## config.mk

```make
export PLATFORM = sky130hd
export DESIGN_NAME = icache_2way_ctrl
export DESIGN_NICKNAME = d
export VERILOG_FILES = /design/src/rtl/icache_2way_ctrl.sv
export SDC_FILE = /design/constraint.sdc
export NUM_CORES = 1
export LEC_CHECK = 0
export BUFFER_PORTS_ARGS = -buffer_cell sky130_fd_sc_hd__buf_2
export CAP_MARGIN = 20
export CORE_MARGIN = 2
export CORE_UTILIZATION = 55
export DETAILED_ROUTE_END_ITERATION = 10
export PLACE_DENSITY = 0.72
export SLEW_MARGIN = 40
export SYNTH_ARGS = -nofsm -noshare
export SYNTH_HDL_FRONTEND = slang
export SYNTH_SLANG_ARGS = --single-unit
```

## constraint.sdc

```tcl
create_clock -name clk -period 9.13 [get_ports clk]
set_input_delay 0.4565 -clock clk [delete_from_list [all_inputs] [get_ports clk]]
set_output_delay 0.4565 -clock clk [all_outputs]
set_load 0.01 [all_outputs]
```

## src/rtl/icache_2way_ctrl.sv

```systemverilog
// icache_2way_ctrl: two-way set-associative read-only instruction cache with LRU block refill
module icache_2way_ctrl #(
  parameter int BLOCK_SIZE = 8,
  parameter int NUM_SETS   = 8
) (
  input  logic                    clk,
  input  logic                    reset,
  input  logic                    cpu_read,
  input  logic [31:0]             cpu_addr,
  input  logic                    flush,
  output logic [31:0]             cpu_rdata,
  output logic                    cpu_stall,
  output logic                    mem_read,
  output logic [31:0]             mem_addr,
  input  logic [BLOCK_SIZE*8-1:0] mem_rdata,
  input  logic                    mem_ready
);
  localparam int WPB = BLOCK_SIZE / 4;
  localparam int OB  = $clog2(BLOCK_SIZE);
  localparam int IB  = $clog2(NUM_SETS);
  localparam int TB  = 32 - OB - IB;
  localparam int WB  = (WPB > 1) ? $clog2(WPB) : 1;
  typedef enum logic {S_IDLE, S_FETCH} state_t;
  state_t                r_state, w_next;
  logic [NUM_SETS-1:0]   r_valid [2];
  logic [NUM_SETS-1:0]   r_lru;
  logic [TB-1:0]         r_tag [2][NUM_SETS];
  logic [31:0]           r_data [2][NUM_SETS][WPB];
  logic                  r_mem_read, r_victim;
  logic [31:0]           r_mem_addr;
  logic [IB-1:0]         w_idx, w_fidx;
  logic [TB-1:0]         w_tag, w_ftag;
  logic [WB-1:0]         w_word;
  logic                  w_hit0, w_hit1, w_hit, w_vic;
  logic [31:0]           w_word_data;
  assign w_idx       = cpu_addr[OB+IB-1:OB];
  assign w_tag       = cpu_addr[31:OB+IB];
  assign w_word      = WB'((cpu_addr >> 2) & 32'(WPB - 1));
  // Refill uses the registered block address so the line lands where the miss was taken.
  assign w_fidx      = r_mem_addr[OB+IB-1:OB];
  assign w_ftag      = r_mem_addr[31:OB+IB];
  assign w_hit0      = r_valid[0][w_idx] && (r_tag[0][w_idx] == w_tag);
  assign w_hit1      = r_valid[1][w_idx] && (r_tag[1][w_idx] == w_tag);
  assign w_hit       = w_hit0 | w_hit1;
  assign w_vic       = !r_valid[0][w_idx] ? 1'b0 : !r_valid[1][w_idx] ? 1'b1 : r_lru[w_idx];
  assign w_word_data = r_data[w_hit1][w_idx][w_word];
  assign mem_read    = r_mem_read;
  assign mem_addr    = r_mem_addr;
  always_ff @(posedge clk or negedge reset) begin
    if (!reset) r_state <= S_IDLE;
    else        r_state <= w_next;
  end
  always_comb begin
    w_next    = r_state;
    cpu_stall = 1'b0;
    cpu_rdata = '0;
    if (r_state == S_FETCH) begin
      cpu_stall = 1'b1;
      w_next    = mem_ready ? S_IDLE : S_FETCH;
    end else if (flush) begin
      cpu_stall = 1'b1;
    end else if (cpu_read) begin
      cpu_stall = !w_hit;
      cpu_rdata = w_hit ? w_word_data : '0;
      w_next    = w_hit ? S_IDLE : S_FETCH;
    end
  end
  always_ff @(posedge clk or negedge reset) begin
    if (!reset) begin
      r_valid[0] <= '0;
      r_valid[1] <= '0;
      r_lru      <= '0;
      r_mem_read <= 1'b0;
      r_mem_addr <= '0;
      r_victim   <= 1'b0;
    end else if (r_state == S_IDLE) begin
      if (flush) begin
        r_valid[0] <= '0;
        r_valid[1] <= '0;
        r_lru      <= '0;
      end else if (cpu_read && w_hit) begin
        r_lru[w_idx] <= ~w_hit1;
      end else if (cpu_read) begin
        r_victim   <= w_vic;
        r_mem_addr <= cpu_addr & ~32'(BLOCK_SIZE - 1);
        r_mem_read <= 1'b1;
      end
    end else if (mem_ready) begin
      r_valid[r_victim][w_fidx] <= 1'b1;
      r_lru[w_fidx]             <= ~r_victim;
      r_mem_read                <= 1'b0;
    end
  end
  // Tag and data arrays need no reset: a line is only ever read once its valid bit is set.
  always_ff @(posedge clk) begin
    if (r_state == S_FETCH && mem_ready) begin
      r_tag[r_victim][w_fidx] <= w_ftag;
      for (int w = 0; w < WPB; w++) r_data[r_victim][w_fidx][WB'(w)] <= mem_rdata[w*32 +: 32];
    end
  end
endmodule

```

# Yosys cells after proc, flatten, opt, wreduce, memory -nomap -nowiden
# Memories as Yosys holds them, arrays and structs flattened.
# Cells that the tools add are included.
# W data, S select, Z words.
classes:
  reduce_logical: 16
  n_mux: 59
  n_lt_le_gt_ge: 10
  n_eq_ne: 5
  n_bitwise: 11
op_table:
  columns: ["cell", "n"]
  rows:
  - ["$mux W512", 1]
  - ["$mux W32", 7]
  - ["$mux W208", 1]
  - ["$bmux W64 S3", 1]
  - ["$demux W64 S3", 1]
  - ["$mux W64", 3]
  - ["$bmux W26 S3", 2]
  - ["$mux W26", 5]
  - ["$demux W26 S3", 1]
  - ["$eq A26 B26 Y1", 2]
  - ["$mux W16", 3]
  - ["$mux W8", 5]
  - ["$mux W1", 21]
  - ["$bwmux W8", 2]
  - ["$or A16 B16 Y16", 1]
  - ["$bmux W1 S3", 3]
  - ["$demux W8 S1", 1]
  - ["$ge A4 B4 Y1 const B", 2]
  - ["$logic_and A1 B1 Y1", 8]
  - ["$lt A3 B4 Y1 const B", 2]
  - ["$not A3 Y4", 2]
  - ["$reduce_and A4 Y1", 2]
  - ["$demux W1 S3", 2]
  - ["$ge A3 B1 Y1 const B", 2]
  - ["12 further kinds", 21]
word_totals:
  out_inout_bits: 66
  regBits: 56
  mem_bits_rw: 1440
  mem_count: 2
memory_table:
  columns: ["name", "depth", "word_bits", "rd", "rd_ports_with_merged_regs", "write_ports", "line", "rtl"]
  rows:
  - ["r_data", 2, 512, 1, 0, 1, "28", "logic [31:0] r_data [2][NUM_SETS][WPB];"]
  - ["r_tag", 2, 208, 2, 0, 1, "27", "logic [TB-1:0] r_tag [2][NUM_SETS];"]

# Logic depth before layout (Yosys ltp)
# Gate-level depths: netlist of the first run.
# An unclocked memory read counts as a cell.
logic_depth:
  word_depth: 17
  ltp_mapped: 18
  ltp_nobuf: 10

# Worst setup path after synthesis of the first run
# Ideal clock, no wire load.
synth_path:
  kind: "input -> output"
  start: "input cpu_addr[3]"
  end: "output cpu_rdata[5]"
  n_path_buf: 8
  path_stages: 17
  path_slack_ns: 4.974
  arrival_ns: 3.699
  t_required_ns: 8.674
  path_cell_list: "buf_6 > buf_6 > buf_6 > buf_6 > inv_2 > clkbuf_1 > clkbuf_1 > mux2i_1 > xor2_1 > nand4_1 > nor4_2 > buf_4 > buf_4 > mux2i_1 > o211ai_1 > a211o_1 > a211oi_1"
synth_via:
  elab_chain_cells: 17
synth_lines:
  columns: ["element", "line", "rtl"]
  rows:
  - ["from (decl)", "9", "input logic [31:0] cpu_addr,"]
  - ["$not A3 Y4 (implied by the code)", "42, 43, 46", null]
  - ["$bmux W26 S3", "43", "assign w_hit1 = r_valid[1][w_idx] && (r_tag[1][w_idx] == w_tag);"]
  - ["$mux W26 (implied by the code) (2 in series)", "43", null]
  - ["$eq A26 B26 Y1", "43", null]
  - ["$logic_and A1 B1 Y1", "43", null]
  - ["$mem_v2 Z2 W512", null, null]
  - ["$bmux W64 S3", "46", "assign w_word_data = r_data[w_hit1][w_idx][w_word];"]
  - ["$mux W64 (implied by the code) (2 in series)", "46", null]
  - ["$mux W32 (implied by the code) (3 in series)", "46", null]
  - ["$mux W32 (*)", "64", "cpu_rdata = w_hit ? w_word_data : '0;"]
  - ["$mux W32 (*)", "62", "end else if (cpu_read) begin"]
  - ["$mux W32 (*)", "60", "end else if (flush) begin"]
  - ["$mux W32 (*)", "57", "if (r_state == S_FETCH) begin"]
  - ["to (decl)", "11", "output logic [31:0] cpu_rdata,"]
# Every way passes the cells marked *; elsewhere a longest branch is shown, timed or not. The select of a mux whose other input is x is not followed.

# Worst setup path in the final report of the first run
layout_path:
  start: "input cpu_addr[4]"
  end: "output cpu_rdata[22]"
# The elaborated chain is that of the path after synthesis.

==> flow_metrics.tcl, run 1 <==
set metrics [dict create \
    syn_area_per_cell_um2 17.9 \
    clk_path_buf_depth 3 \
    cap_viol_max_count 0 \
    async_reset_ff_share_pct 5.69 \
    fin_tns_setup_ps 0 \
    num-fill-cells 4824 \
    syn_to_final_growth_pct 13.2 \
    die_x_um 271 \
    synth_top_family_by_area "multiplexers" \
    ctsRootBufferMaster "clkbuf_16" \
    drtIter0Drc 2516 \
    clock_skew_ps 26.3 \
    p_leak_uw 0.0148 \
    ios 167 \
    ys_seq_area_share_pct 74.8 \
    vdd_drop_max_mv 0.186 \
    htree_levels 3 \
    grt_pass1_wl_um 144000 \
    layout.nets 2459 \
    synth_simple_gate_area_share_pct 3.99 \
    start_util_pct 55.7 \
    fin_crit_ps 6380 \
    whs_path_depth 2 \
    ys.flop_type "edfxtp_1" \
    drt-total-wl_um 99100 \
    port-buffer-count 128 \
    critPathKind "input pin to output pin" \
    muxShareOfSynthArea_pct 11.7 \
    cts_buffers 97 \
    synth_edf_count 928 \
    track_usage_pct 27.0 \
    cp.required_ps 8670 \
    crit_path_end_kind "output pin" \
    gp_congestion 0.862 \
    fin_crit_sh_pct 69.9 \
    synth_cells 2183 \
    synthTopCellsByArea "edfxtp_1, mux2i_1, dfrtp_1" \
    die_h_um 271 \
    yosys.area.top_type_share_pct 71.2 \
    rsz0062_at_grt "false" \
    synth_cell_type_count 74 \
    fmax_mhz 157 \
    drcViolationCount 0 \
    synth_compound_area_share_pct 6.80 \
    worstPathMaxFanout 92 \
    antenna_found_initial 7 \
    setup_viol 0 \
    setup_ws_ps 2750 \
    status "finished clean" \
    syn_area_mm2 0.0391 \
    post-place-ws_ps 2570 \
    numClockSinks 984 \
    worst_slew_pin_slew_ps 854 \
    final_antenna_net_count 0 \
    synth-adder-area-share_pct 0 \
    hold_path_class "input pin to register" \
    fp-row-count 97 \
    cts_tree "built" \
    power_uw 9770 \
    relSlewSlack_pct 43.0 \
    die-area_mm2 0.0733 \
    ys_seq_elements 984 \
    start_kind "input pin" \
    synth_xor_area_share_pct 0.761 \
    grt_max_degree 93 \
    crit_chain "buf_4 -> buf_4 -> mux4_2 -> mux2i_1 -> xor2_1 -> o211a_1 -> nand4_1 -> nor4_4 -> buf_12 -> buf_16 -> mux2i_1 -> o311ai_0 -> a211o_1 -> a211oi_1 -> buf_2" \
    powerDensity_mw_per_mm2 221 \
    clk_pin_slew_worst_paths_ps 60 \
    final_max_slew_viol_count 0 \
    drt_first_pass_iters 6 \
    vias 21700 \
    drive_gt1_share_pct 21.2 \
    reg2reg_depth 10 \
    grt_remaining_overflow 0 \
    yosysTopAreaCell "edfxtp_1" \
    ctsResizeCount 0 \
    wire_per_inst_um 29.3 \
    insertion_delay_ps 670 \
    grt_pass1_vias 21800 \
    ys_warn_count 0 \
    crit_path_max_incr_delay_ps 650 \
    finalHoldViolCount 0 \
    core_region_area_mm2 0.0703 \
    viasPerCell 6.41 \
    slowest_stage "buf_4" \
    crit_arrival_ps 5920 \
    dp_hpwl_um 54400 \
]
==> cell usage after synthesis, drive strengths merged, types with 4 or more instances <==
library cell,count
a22o,19
and4,6
edfxtp,928
buf,77
o22a,5
clkbuf,53
and3b,8
xnor2,19
a21boi,8
mux2i,243
nor2,79
inv,4
a311oi,5
a31oi,4
nand2,58
and3,30
nand3,19
nand2b,5
o211a,14
xor2,15
a211oi,13
dfrtp,56
mux4,45
a21oi,56
o21ai,30
mux2,99
o22ai,21
nor3b,10
a221oi,41
or3,18
a21o,16
nand4,9
a222oi,5
a22oi,53
o21a,8
a311o,12
nor2b,7
nor4,12
nand3b,4
nor3,10
a221o,29
==> metal layers <==
layer | GRT usage [%] | up-vias | wire length, µm
met4 | 8.90 | 6 | 3080
met5 | 0 | - | 35
li1 | - | 9197 | -
met1 | 36.8 | 11200 | 38900
met2 | 44.4 | 1093 | 48500
met3 | 5.02 | 195 | 8560
==> cells in the final DEF, fill, tap and decap left out, types with 7 or more instances in the layout <==
| cell type | instances |
|---|---|
| buf_2 | 125 |
| mux2i_1 | 243 |
| and3_1 | 30 |
| nand2_1 | 56 |
| o21ai_0 | 26 |
| bufinv_16 | 10 |
| a311o_1 | 12 |
| clkbuf_16 | 98 |
| and3b_1 | 7 |
| nor3_1 | 7 |
| o22ai_1 | 21 |
| mux2_2 | 90 |
| clkinv_1 | 20 |
| mux4_2 | 45 |
| nor3b_1 | 7 |
| o21a_1 | 8 |
| nand4_1 | 9 |
| a21o_1 | 16 |
| a21oi_1 | 56 |
| clkinv_2 | 17 |
| dfrtp_1 | 56 |
| buf_4 | 58 |
| clkbuf_1 | 27 |
| a21boi_0 | 8 |
| edfxtp_1 | 928 |
| xnor2_1 | 19 |
| a22oi_1 | 53 |
| or3_1 | 18 |
| o211a_1 | 14 |
| nand3_1 | 17 |
| a221o_1 | 29 |
| a211oi_1 | 10 |
| xor2_1 | 15 |
| nor2_1 | 60 |
| a221oi_1 | 41 |
| mux2_1 | 8 |
| nor2_4 | 16 |
| a22o_1 | 19 |
| nor4_1 | 11 |
==> worst max-delay path: cells and delay by family <==
family	cells	cell delay [ps]
XOR/XNOR	1	400
AND/OR/NAND/NOR	2	440
multiplexers	3	980
buffers and inverters	5	2220
AO/OA/AOI/OAI	4	1240
==> flip-flops by register name, summed over array words and instances (netlist names) <==
signal,cells
r_tag,416
r_data,512
mem_read,1
r_victim,1
mem_addr,29
r_state,1
r_lru,8
r_valid,16
==> power breakdown <==
part | switching (µW) | total, µW | leakage, µW | internal [µW]
logic | 370 | 559 | 0.00425 | 189
registers | 143 | 5300 | 0.00906 | 5160
clock network | 1630 | 3910 | 0.00153 | 2280
total | 2150 | 9770 | 0.0148 | 7620
==> repair_timing <==
item,in CTS,in global routing
endpoints found under the hold margin,57,0
endpoints found under the setup margin,0,0
buffers inserted,0,0
hold buffers,2,0
==> cell type report <==
| cell class | count | area (µm²) | area share, % |
|---|---|---|---|
| diodes | 4 | 10.0 | 0.0226 |
| clock buffers | 127 | 2580 | 5.83 |
| clock inverters | 53 | 548 | 1.24 |
| inverters | 6 | 25.0 | 0.0565 |
| multi-input cells | 1065 | 9260 | 20.9 |
| flip-flops and latches | 984 | 29300 | 66.1 |
| well taps | 940 | 1180 | 2.65 |
| repair buffers | 204 | 1440 | 3.24 |
==> cell families after synthesis <==
| logic type | count (synthesis) |
|---|---|
| other cells | 1 |
| flops | 984 |
| compound gates | 351 |
| xor+xnor | 34 |
| simple gates | 290 |
| buf+inv | 136 |
| mux | 387 |
==> worst paths after layout <==
path                                     from             to  slack (ps)
max in group asynchronous               reset   mem_addr[30]        8180
min in group asynchronous               reset   mem_addr[13]         380
worst max-delay path              cpu_addr[4]  cpu_rdata[22]        2750
worst max register to register  r_tag[0][128]   mem_addr[16]        5150
worst min register to register     r_valid[2]     r_valid[2]         480
worst min-delay path             cpu_addr[27]   mem_addr[27]         100
==> metrics by stage <==
stage | std cells | hold WS [ps] | utilization (%) | instance area (µm²)
2_1_floorplan | 2185 | 161 | - | 39100
3_3_place_gp | 3185 | 453 | 58.2 | 40900
3_5_place_dp | 3196 | 465 | 58.5 | 41100
4_1_cts | 3378 | 65.8 | 63.0 | 44300
5_1_grt | 3381 | 83.0 | 63.0 | 44300
6_report | 3383 | 98.5 | 63.0 | 44300
(Power assumes the default switching activity.)
==> run 2: changes to the inputs <==
- clock period: 9.13 -> 6 ns (I/O delays scaled with it)
==> flow_metrics.tcl, run 2 (same netlist as run 1, synthesis figures left out) <==
set metrics [dict create \
    fmax_mhz 185 \
    largest_reg_flops 512 \
    dpl_cell_area_mm2 0.0414 \
    r2r-end "mem_addr[9]" \
    die_h_um 271 \
    start_kind "input pin" \
    final_max_slew_viol_count 0 \
    min_to "r_data[1][501]" \
    fin_crit_ps 5420 \
    cp.required_ps 5700 \
    numClockSinks 984 \
    post_cts_buffers 0 \
    final_cell_area_mm2 0.0448 \
    p_leak_uw 0.0151 \
    cts_buffers 97 \
    grt_pass1_vias 21800 \
    drt_first_pass_iters 5 \
    clk_path_buf_depth 3 \
    final_common_cell "edfxtp_1" \
    reg2reg_depth 11 \
    share_seq_of_total_power_pct 54.9 \
    fin_crit_sh_pct 90.3 \
    worstPathMaxFanout 54 \
    layout.nets 2522 \
    ctsResizeCount 0 \
    core_region_area_mm2 0.0703 \
    drive_gt1_share_pct 21.8 \
    grt_remaining_overflow 0 \
    reg2reg_setup_slack_ps 2150 \
    num-fill-cells 4814 \
    viasPerCell 6.38 \
    cp_common_cell "buf_4" \
    grt_max_degree 57 \
    vias 22000 \
    die_x_um 271 \
    r2r_start "r_tag[0][128]" \
    crit_path_end_kind "output pin" \
    start_util_pct 55.7 \
    port-buffer-count 128 \
    pwr-share-clk_pct 39.1 \
    drtIter0Drc 2946 \
    wire_per_inst_um 28.9 \
    power_uw 14700 \
    finalHoldViolCount 0 \
    rsz0062_at_grt "false" \
    vdd_drop_max_mv 0.283 \
    dp_hpwl_um 56300 \
    htree_levels 3 \
    powerDensity_mw_per_mm2 328 \
    track_usage_pct 27.0 \
    whs_path_depth 1 \
    antenna_found_initial 4 \
    worst_slew_pin_slew_ps 923 \
    ios 167 \
    drcViolationCount 0 \
    crit_arrival_ps 5120 \
    slowest_stage "or4_4" \
    p_sw_share_pct 22.5 \
    insertion_delay_ps 660 \
    fin_tns_setup_ps 0 \
    cp_num_buf_inv 5 \
    final_antenna_net_count 0 \
    critPathKind "input pin to output pin" \
    relSlewSlack_pct 38.4 \
    crit_path_max_incr_delay_ps 550 \
    hold_path_class "input pin to register" \
    cts_tree "built" \
    p_switching_uw 3310 \
    cap_viol_max_count 0 \
    setup_viol 0 \
    path_delay_family "compound AO/OA/AOI/OAI gates" \
    ctsRootBufferMaster "clkbuf_16" \
    fp-row-count 97 \
    antenna_cells 0 \
    die-area_mm2 0.0733 \
    mostFrequentLayoutCells "edfxtp_1, mux2i_1, buf_2, clkbuf_16, mux2_2" \
    crit_chain "buf_4 -> buf_12 -> nor2b_1 -> buf_4 -> a22oi_1 -> a21oi_1 -> o22a_1 -> nand4bb_1 -> or4_4 -> o32ai_2 -> nand3_2 -> buf_4 -> a211o_1 -> a211oi_1 -> buf_2" \
    drt-total-wl_um 99300 \
    grt_pass1_wl_um 144000 \
    clk_pin_slew_worst_paths_ps 60 \
    gp_congestion 0.895 \
    hold_path.startpoint "mem_rdata[21]" \
    clock_skew_ps 25.5 \
    syn_to_final_growth_pct 14.5 \
    status "finished clean" \
    combinationalPowerShare_pct 6.0 \
    top_register "r_data" \
    intPower_uw 11400 \
]
## run 2: cell count changes in the layout (fill, tap and decap cells not counted), sizes merged
cell	change
clkinv	+3
diode	-4
clkinvlp	+4
bufinv	-6
inv	-2
dlygate4sd3	+37
clkbuf	-1
buf	+26
## run 2: cell type report
type	instances	area (µm²)	share of cell area, %
tap	940	1180	2.63
clock inverter	52	423	0.944
inverter	6	22.5	0.0503
multi-input combinational	1065	9250	20.7
clock buffer	126	2600	5.80
sequential	984	29300	65.3
timing repair buffer	267	2060	4.60
## run 2: what timing repair did
action / 4_1_cts / 5_1_grt
endpoints found under the setup margin: 0 / 0
hold buffers: 39 / 0
endpoints found under the hold margin: 180 / 0
## run 2: through the flow
step           setup slack (ps)  hold WS, ps  utilization [%]  std cells
2_1_floorplan              1940         4.41                -       2185
3_3_place_gp                729          454             58.7       3216
3_5_place_dp                652          436             58.9       3223
4_1_cts                     643        0.267             63.7       3440
5_1_grt                     492         18.5             63.8       3440
6_report                    583         13.9             63.8       3440
## run 2: worst max path at each step
stage,cells after the start,endpoint,start,slack [ps]
floorplan,3,r_data[0][352],mem_addr[4],1940
global placement,15,cpu_rdata[22],cpu_addr[5],730
detailed placement,15,cpu_rdata[22],cpu_addr[5],650
CTS,15,cpu_rdata[22],cpu_addr[5],640
global route,15,cpu_rdata[31],cpu_addr[5],490
finish,15,cpu_rdata[22],cpu_addr[5],580
## run 2: power by group through the flow
stage	clock network, µW	logic (µW)	registers (µW)
finish	5750	875	8070
global route	6080	927	8100
CTS	5800	871	8070
detailed placement	0	847	8220
global placement	0	824	8190
floorplan	0	448	8150
## run 2: metal layers
layer | up-vias | track usage (%) | wire length, µm | share of wire [%]
met1 | 11300 | 36.9 | 38700 | 39
met4 | 6 | 9.42 | 3370 | 3.4
li1 | 9312 | - | - | -
met5 | - | 0 | 38 | 0.038
met2 | 1142 | 43.9 | 48400 | 49
met3 | 213 | 4.98 | 8790 | 8.8
==> run 3: changes to the inputs <==
- RECOVER_POWER: not set -> 50
==> flow_metrics.tcl, run 3 (same netlist as run 1, synthesis figures left out) <==
set metrics [dict create \
    p_sw_share_pct 22.4 \
    core_region_area_mm2 0.0703 \
    critPathLaunch "cpu_addr[5]" \
    grt_remaining_overflow 0 \
    viasPerCell 6.40 \
    antenna_found_initial 4 \
    fin_crit_ps 5420 \
    track_usage_pct 27.0 \
    worst_slew_pin_slew_ps 3770 \
    clk_pin_slew_worst_paths_ps 60 \
    clock_skew_ps 25.6 \
    cts_buffers 97 \
    fmax_mhz 185 \
    mostFrequentLayoutCells "edfxtp_1, mux2i_1, clkbuf_16, mux2_2, buf_4" \
    cp.required_ps 5700 \
    grt_pass1_wl_um 144000 \
    largest_reg_flops 512 \
    final_max_slew_viol_count 57 \
    clk_path_buf_depth 3 \
    r2r_start "r_tag[0][180]" \
    fin_tns_setup_ps 0 \
    combinationalPowerShare_pct 5.9 \
    powerDensity_mw_per_mm2 328 \
    dp_hpwl_um 56300 \
    num-fill-cells 4837 \
    fp-row-count 97 \
    layout.nets 2522 \
    p_switching_uw 3290 \
    insertion_delay_ps 660 \
    htree_levels 3 \
    relSlewSlack_pct -152 \
    final_common_cell "edfxtp_1" \
    cts_hold_buf 39 \
    hold_path_class "input pin to register" \
    die_h_um 271 \
    setup_viol 0 \
    antenna_cells 0 \
    drive_gt1_share_pct 19.7 \
    drt_first_pass_iters 5 \
    worstPathMaxFanout 47 \
    grt_pass1_vias 21800 \
    final_util_pct 63.6 \
    crit_path_end_kind "output pin" \
    share_seq_of_total_power_pct 55.0 \
    drcViolationCount 0 \
    crit_arrival_ps 5120 \
    port-buffer-count 128 \
    cap_viol_max_count 1 \
    finalHoldViolCount 0 \
    numClockSinks 984 \
    violations "max-capacitance violations, max-slew violations" \
    ctsResizeCount 0 \
    critPathKind "input pin to output pin" \
    whs_path_depth 1 \
    rsz0062_at_grt "false" \
    cts_tree "built" \
    syn_to_final_growth_pct 14.3 \
    wire_per_inst_um 28.8 \
    vias 22000 \
    intPower_uw 11400 \
    hold_path.startpoint "mem_rdata[21]" \
    status "complete, but fails checks" \
    whs_ps 136 \
    ctsRootBufferMaster "clkbuf_16" \
    dpl_cell_area_mm2 0.0414 \
    start_kind "input pin" \
    fin_crit_sh_pct 90.3 \
    p_leak_uw 0.0149 \
    drt-total-wl_um 99000 \
    pwr-share-clk_pct 39.1 \
    vdd_drop_max_mv 0.283 \
    final_cell_area_mm2 0.0447 \
    final_antenna_net_count 0 \
    post_cts_buffers 0 \
    die-area_mm2 0.0733 \
    seqCellArea_mm2 0.0293 \
    die_x_um 271 \
    drtIter0Drc 2969 \
    gp_congestion 0.895 \
    multi_input_area_mm2 0.00923 \
    top_register "r_data" \
    grt_max_degree 57 \
    power_uw 14700 \
    ios 167 \
    start_util_pct 55.7 \
    reg2reg_depth 11 \
]
[run 3: power groups by stage]
stage                     registers (µW)  clock network [µW]  logic (µW)
after floorplan                     8150                   0         448
after global placement              8190                   0         824
after detailed placement            8220                   0         847
after CTS                           8070                5800         871
after global routing                8100                6080         914
final                               8070                5740         862
[run 3: worst paths after layout]
check / to / slack [ps]
min in group asynchronous: mem_addr[22] / 1560
max in group asynchronous: mem_addr[12] / 2260
max: cpu_rdata[17] / 580
min: r_data[1][501] / 140
min reg2reg: r_valid[7] / 480
max reg2reg: mem_addr[9] / 2200
[run 3: final cells by class]
class,count,area share (%)
Timing Repair Buffer,267,4.45
Inverter,6,0.0504
Clock inverter,52,0.946
Tap cell,940,2.63
Clock buffer,126,5.81
Sequential cell,984,65.5
Multi-Input combinational cell,1065,20.7
[run 3: critical path, cell delays in order]
cell and delay (ps):
buf_4 290, buf_4 320, nor2_2 730, a22oi_1 180, and3b_1 300, nor4_1 200, nand4_1 220, nor4_4 800
buf_12 250, mux2i_1 90, a22o_1 230, a221o_1 280, nor4_1 580, buf_2 250
[run 3: through the flow]
step | setup WS, ps | cells
6_report | 583 | 3440
2_1_floorplan | 1940 | 2185
4_1_cts | 643 | 3440
3_5_place_dp | 652 | 3223
3_3_place_gp | 729 | 3216
5_1_grt | 492 | 3440
[run 3: metal layers]
metal / vias to the layer above / part of all wire, % / global-route usage [%]
li1: 9319 / - / -
met1: 11300 / 39 / 36.9
met2: 1175 / 49 / 43.9
met3: 227 / 9.3 / 4.98
met4: 6 / 3.5 / 9.42
met5: - / 0.038 / 0
